[config.mk]
export PLATFORM = sky130hd
export DESIGN_NAME = pipe_if_stage
export DESIGN_NICKNAME = d
export VERILOG_FILES = /design/src/rtl/pipe_if_stage_pkg.sv /design/src/rtl/mux4x32.sv /design/src/rtl/pipe_if_stage.sv
export SDC_FILE = /design/constraint.sdc
export NUM_CORES = 1
export LEC_CHECK = 0
export ABC_AREA = 1
export CORE_ASPECT_RATIO = 1.25
export CORE_MARGIN = 8
export CORE_UTILIZATION = 47
export DETAILED_ROUTE_END_ITERATION = 10
export PLACE_DENSITY = 0.89
export SYNTH_ARGS = -nofsm -noshare
export SYNTH_HDL_FRONTEND = slang
export SYNTH_SLANG_ARGS = --single-unit
[constraint.sdc]
create_clock -name clock -period 1.8 [get_ports clock]
set_input_delay 0.27 -clock clock [delete_from_list [all_inputs] [get_ports clock]]
set_output_delay 0.27 -clock clock [all_outputs]
set_load 0.1 [all_outputs]
[src/rtl/pipe_if_stage_pkg.sv]
// Pipeline-wide definitions shared by fetch and decode: PC source encoding,
// the bubble instruction, and the fetch-stage state encoding.
package pipe_if_stage_pkg;

  localparam logic [1:0] PCSRC_SEQ = 2'b00;
  localparam logic [1:0] PCSRC_BR  = 2'b01;
  localparam logic [1:0] PCSRC_JR  = 2'b10;
  localparam logic [1:0] PCSRC_J   = 2'b11;

  // sll r0,r0,0
  localparam logic [31:0] NOP_INST = 32'h0000_0000;

  typedef enum logic [0:0] {
    StFetch = 1'b0,
    StHold  = 1'b1
  } fetch_state_e;

endpackage

[src/rtl/mux4x32.sv]
// 4:1 multiplexer for 32-bit words, indexed by a 2-bit select.
module mux4x32 (
  input  logic [31:0] d0_i,
  input  logic [31:0] d1_i,
  input  logic [31:0] d2_i,
  input  logic [31:0] d3_i,
  input  logic [1:0]  sel_i,
  output logic [31:0] y_o
);

  always_comb begin
    y_o = d0_i;
    unique case (sel_i)
      2'b00: y_o = d0_i;
      2'b01: y_o = d1_i;
      2'b10: y_o = d2_i;
      2'b11: y_o = d3_i;
    endcase
  end

endmodule

[src/rtl/pipe_if_stage.sv]
// Instruction fetch with IF/ID register: req/ready instruction memory, NOP bubbles
// while waiting, delayed-branch redirects remembered across wait states.
module pipe_if_stage
  import pipe_if_stage_pkg::*;
#(
  parameter logic [31:0] RESET_PC = 32'h0000_0000,
  parameter logic [31:0] NOP_INST = pipe_if_stage_pkg::NOP_INST
) (
  input  logic        clock,
  input  logic        resetn,
  input  logic [1:0]  pcsource,
  input  logic [31:0] bpc,
  input  logic [31:0] rpc,
  input  logic [31:0] jpc,
  input  logic        wpcir,
  output logic        imem_req,
  output logic [31:0] imem_addr,
  input  logic [31:0] imem_rdata,
  input  logic        imem_ready,
  output logic [31:0] pc,
  output logic [31:0] dpc4,
  output logic [31:0] inst
);

  fetch_state_e state_q, state_d;
  logic [31:0]  pc_q, pc_d;
  logic [31:0]  dpc4_q, dpc4_d;
  logic [31:0]  inst_q, inst_d;
  logic [31:0]  hold_inst_q, hold_inst_d;
  logic         pend_q, pend_d;
  logic [31:0]  pend_pc_q, pend_pc_d;

  logic [31:0] pc_plus4;
  logic [31:0] target;
  logic [31:0] next_pc;
  logic [31:0] word;
  logic        in_fetch;
  logic        redirect;
  logic        deliver;

  assign pc_plus4 = pc_q + 32'd4;

  mux4x32 u_next_pc_mux (
    .d0_i  (pc_plus4),
    .d1_i  (bpc),
    .d2_i  (rpc),
    .d3_i  (jpc),
    .sel_i (pcsource),
    .y_o   (target)
  );

  always_comb begin
    in_fetch = (state_q == StFetch);
    redirect = (pcsource != PCSRC_SEQ);
    deliver  = wpcir & ((in_fetch & imem_ready) | ~in_fetch);
    word     = in_fetch ? imem_rdata : hold_inst_q;
    // A live redirect from decode beats a remembered one.
    next_pc  = redirect ? target : (pend_q ? pend_pc_q : pc_plus4);

    state_d     = state_q;
    pc_d        = pc_q;
    dpc4_d      = dpc4_q;
    inst_d      = inst_q;
    hold_inst_d = hold_inst_q;
    pend_d      = pend_q;
    pend_pc_d   = pend_pc_q;

    if (deliver) begin
      dpc4_d  = pc_plus4;
      inst_d  = word;
      pc_d    = next_pc;
      pend_d  = 1'b0;
      state_d = StFetch;
    end else if (wpcir) begin
      // Decode advances but fetch is still waiting: bubble, and keep any redirect.
      inst_d = NOP_INST;
      if (redirect) begin
        pend_d    = 1'b1;
        pend_pc_d = target;
      end
    end else if (in_fetch && imem_ready) begin
      hold_inst_d = imem_rdata;
      state_d     = StHold;
    end
  end

  always_ff @(posedge clock or negedge resetn) begin
    if (!resetn) begin
      state_q     <= StFetch;
      pc_q        <= RESET_PC;
      dpc4_q      <= 32'h0000_0000;
      inst_q      <= NOP_INST;
      hold_inst_q <= 32'h0000_0000;
      pend_q      <= 1'b0;
      pend_pc_q   <= 32'h0000_0000;
    end else begin
      state_q     <= state_d;
      pc_q        <= pc_d;
      dpc4_q      <= dpc4_d;
      inst_q      <= inst_d;
      hold_inst_q <= hold_inst_d;
      pend_q      <= pend_d;
      pend_pc_q   <= pend_pc_d;
    end
  end

  // Gated by resetn so an in-flight request is dropped the moment reset asserts.
  assign imem_req  = resetn & (state_q == StFetch);
  assign imem_addr = pc_q;
  assign pc        = pc_q;
  assign dpc4      = dpc4_q;
  assign inst      = inst_q;

endmodule

Yosys cells after proc, flatten, opt, wreduce, memory -nomap -nowiden --
Cells that the tools add are included.
Word-level totals: register bits after elaboration 162, input bits 134, output and inout bits 129, word-level logic and storage cells 41
Cells by class: $add $sub $neg 1, equal/unequal tests 4, mux-type cells 12, bitwise operators 7, reductions and logical operators 10
Operators by type and width (count):
- 2-to-1 mux 32 bit | 5
- one-hot mux 32 bit (4 select lines) | 1
- adder 32 x 3 -> 32 bit (second input constant) | 1
- nonzero test 2 bit | 4
- 2-to-1 mux 1 bit | 6
- AND reduction 3 bit | 2
- equality test 2 bit (second input constant) | 2
- AND reduction 2 bit | 2
- AND 1 bit | 3
- inverter 1 bit | 3
- equality test 2 x 1 -> 1 bit (second input constant) | 1
- logical NOT 2 bit | 1
- != test 2 x 1 -> 1 bit (second input constant) | 1
- logical AND 1 bit | 1
- bitwise OR 1 bit | 1

Depth between registers and ports, before layout --
word-level depth 6, depth in mapped cells 10, mapped depth without buffers 10

Cells and area by module --
Synthesis repeated with hierarchy kept, for this count alone.
Unflattened totals: cell total of the unflattened synthesis 1211, area, all modules 9336.5 um^2
Modules (own cells, without submodules):
- pipe_if_stage | times used 1, cells each 1025, area each 8257.9 um^2, sequential area each 4053.9 um^2
- mux4x32 | times used 1, cells each 186, area each 1078.5 um^2, sequential area each 0.0 um^2

Worst setup path before layout --
Ideal clock, no wire load.
kind register to register, start register pc_q[2], in the netlist imem_addr[2], end register pc_q[24], in the netlist imem_addr[24], library setup time 0.124 ns, arrival 2.162 ns, required time 1.676 ns, slack -0.486 ns, stages on the path, launching flop included 11, buffers on the path 0, period minus slack after synthesis 2.286 ns, cell sequence dfrtp_1 -> ha_1 -> nand2_1 -> nor2_4 -> nand2_1 -> nor2_2 -> nand2_1 -> nand2_1 -> nand3_1 -> nand2_1 -> a21oi_1
On the way: cells in the longest elaborated chain, start to end 3, elaborated cells between the ends (all ways) 4, classes of those cells add/sub: 1; mux: 3
RTL lines:
- start, declared | RTL line pipe_if_stage.sv:26 | logic [31:0] pc_q, pc_d;
- start signal, assigned | RTL line pipe_if_stage.sv:98 | pc_q <= pc_d;
- adder 32 x 3 -> 32 bit * | RTL line pipe_if_stage.sv:41 | assign pc_plus4 = pc_q + 32'd4;
- one-hot mux 32 bit (4 select lines) / 2-to-1 mux 32 bit (equally long branches) | RTL line mux4x32.sv:13, pipe_if_stage.sv:58
- 2-to-1 mux 32 bit * | RTL line pipe_if_stage.sv:58 | next_pc = redirect ? target : (pend_q ? pend_pc_q : pc_plus4);
Every way passes the cells marked *; elsewhere a longest branch is shown, timed or not. A chain may end at the register's enable or synchronous reset.

Worst setup path after layout --
start register pc_q[2], in the netlist imem_addr[2], end register pc_q[27], in the netlist imem_addr[27]
Same word-level chain as after synthesis.

==> run metrics <==
status complete, but fails checks; failing checks setup timing; crit path max fanout 7; final WL approximately 29 mm; CTS clk-pin slew, worst paths 60 ps; count leader, synth nand2_1; cells on worst reg2reg path 8; htree depth 4; R2R Setup Slk -50 ps; final core utilization ~71%; CP Depth 8; I/O pin cnt approximately 260; Synth Warn # 0; Worst-Skew Late Latency roughly 420 ps; first-pass GRT wire length 46.3 mm; Post-Place Worst Slack -69.8 ps; initial DRC count 988; family with the most delay on the worst path simple AND/OR/NAND/NOR gates; drt wl/cell between 15 and 20 um; Area contributors post-synth dfrtp_1, nand2_1, o21ai_0, nor2_1, inv_1; post-route setup slack -51.2 ps; crit path capture type flip-flop; Hold Path Class input port to flip-flop; n_diodes 0; final instance area about 13,000 um^2; 1st-pass router iterations 7; Synth Area in Compound Gates between 10% and 20%; unique cell type count in the Yosys netlist 30; CP Launch Type flip-flop; Placed Instance Area 12,100 um^2; mapped cell area ~8500 um^2; post-DP HPWL between 20 and 25 mm; Post-synth top cells nand2_1, dfrtp_1, nor2_1; RSZ-0062 raised after global routing true; crit-path max cell delay roughly 470 ps; CP required about 2100 ps; reg-to-reg critical path startpoint imem_addr[2]; asr flop ratio synth 100%; min-delay src imem_rdata[30]; peak supply drop around 0.75 mV; vias per cell roughly 5.5; Mapped Nets 1,269; leakage approximately 6.0 nW; mux contribution to synthesized area less than 1%; crit-path most repeated cell nand3_1; fmax ~540 MHz; period utilization 103%; DR vias about 9,000; hold path depth 3; Die Ht around 170 um; synthesis-to-layout area growth 50.5%; WP buf/inv 1; GRT Overall Usage 26.1%; shortest period the worst path allows between 1500 and 2000 ps; nets@finish about 1,500; WHS Endpoint hold_inst_q[30]; worst slew pin tran 841 ps; CP max-delay cell dfrtp_4; sequential element share of the synthesized area between 40% and 50%; I/O Buffers between 200 and 300; Core Rows 55; top cell type's share of synthesized area between 40 and 50%; antenna viol nets, final 0; Setup violations, final 2; arrival time at the worst endpoint between 2000 and 2500 ps; gp weighted congestion about 0.93; Final Max Slew Viols 0; Top FF cell, synth dfrtp_1; fill count between 1,000 and 1,500; Post-Syn Instances approximately 1,100; slew margin rel. between 40% and 50%; die area ~23,000 um^2; # clock sinks approximately 160; XOR/XNOR Fraction of Synth Area 0.723%; power density cells ~1300 nW/um^2; Final Hold Violating Endpoints 0; Clock Tree Buf Depth 2; CTS tree built; initial core utilization 47.4%; area leader, netlist dfrtp_1; Die Wd between 100 and 150 um; flops & latches, synth between 150 and 200; CP Cell Sequence inv_1 -> nor2_2 -> nand2_2 -> nor2_1 -> nand3_1 -> nand3_1 -> nand2_1 -> a21oi_1; CTS Buf Count 17; Post-synth EDFFs 0; share of cells above drive strength 1 around a fifth; critical path class flip-flop to flip-flop; total gr overflow 0; Reg2Reg Capture Point imem_addr[27]; largest family of logic cells by synthesized area simple AND/OR/NAND/NOR gates; CTS root buffer clkbuf_16; Post-Synth Simple-Gate Area about a quarter; Adder-Cell Fraction of Synth Area 0.148%; core box area 17,900 um^2; max-cap violation count 0; drt drc 0; Setup TNS -52.1 ps; initial antenna violation count 4; mean post-synth cell area 7.48 um^2; largest net degree at the start of global routing 97; vias in the first global route between 8,000 and 9,000; clock skew ~7.2 ps
-- layout by cell type (no fill, tap or decap), types with 2 or more instances in the layout --
master,Yosys,routed
inv_1,95,94
nand2_2,2,2
clkinv_4,0,3
o21ai_1,2,3
bufinv_16,0,2
nor2_1,127,122
dfrtp_2,0,25
nand2_1,338,338
mux2_2,5,5
dfrtp_4,0,2
clkdlybuf4s50_1,0,132
clkinv_2,0,2
clkinv_1,1,2
nor2_4,6,6
nor2_2,4,9
clkinvlp_4,0,3
o21ai_0,114,113
a31oi_1,24,24
inv_2,4,4
xor2_1,3,3
a21oi_1,66,66
xnor2_1,4,4
nand3_1,70,69
clkbuf_16,0,17
buf_4,34,73
dfrtp_1,162,135
buf_12,0,97
clkbuf_8,0,4
a22oi_1,11,11
-- routing by layer --
layer,global-route usage (%),share of wire [%]
met1,28.2,33
met2,43.6,50
met3,7.96,11
met4,15.5,5.2
met5,0,0.13
-- stage by stage --
step	total power, mW	instances	hold WS, ps
floorplan	9.92	1134	-25.6
global placement	12.6	1575	397
detailed placement	12.7	1575	400
CTS	16.4	1608	426
global route	17.0	1609	454
finish	16.4	1609	429
-- power by group --
| group | switching, mW | internal (mW) | leakage [nW] |
|---|---|---|---|
| clock | 1.50 | 2.20 | 0.292 |
| sequential | 0.650 | 4.29 | 1.90 |
| combinational | 5.37 | 2.42 | 3.83 |
| total | 7.52 | 8.90 | 6.03 |
-- tightest hold or removal path, cell delays in order --
cell,delay (ps)
clkdlybuf4s50_1,400
inv_1,60
o21ai_0,80
-- sequential cells by signal (all words and copies together) (netlist names) --
| name | flops |
|---|---|
| imem_addr | 32 |
| state_q | 1 |
| dpc4 | 32 |
| pend_pc_q | 32 |
| inst | 32 |
| pend_q | 1 |
| hold_inst_q | 32 |
-- cells by family after synthesis --
kind of cell / after synthesis
compound gates: 220
flops: 162
buf+inv: 189
mux: 5
fa+ha+maj: 1
xor+xnor: 7
simple gates: 550
-- repair_timing --
| action | CTS | global route |
|---|---|---|
| gates resized for setup | 0 | 4 |
| endpoints found under the hold margin | 96 | 0 |
| buffers inserted | 0 | 1 |
| setup endpoints to repair | 0 | 9 |
| hold buffers | 1 | 0 |
-- final cells by class --
type / count / area (um^2) / share of cell area, %
Multi-Input combinational cell: 783 / 3560 / 27.9
Timing Repair Buffer: 304 / 3830 / 30.0
Sequential cell: 162 / 4090 / 32.1
Clock buffer: 21 / 480 / 3.77
Clock inverter: 11 / 128 / 1.00
Inverter: 100 / 375 / 2.94
Tap cell: 228 / 285 / 2.24
-- how the worst max path moves through the flow --
stage / from / endpoint / slack (ps)
6_report: imem_addr[2] / imem_addr[27] / -50
5_1_grt: imem_addr[2] / imem_addr[29] / -80
4_1_cts: imem_addr[2] / imem_addr[28] / 10
3_5_place_dp: pcsource[1] / imem_addr[4] / -70
3_3_place_gp: pcsource[0] / imem_addr[4] / 40
2_1_floorplan: imem_addr[29] / imem_addr[30] / 20
Power figures use the tool's default switching activity.
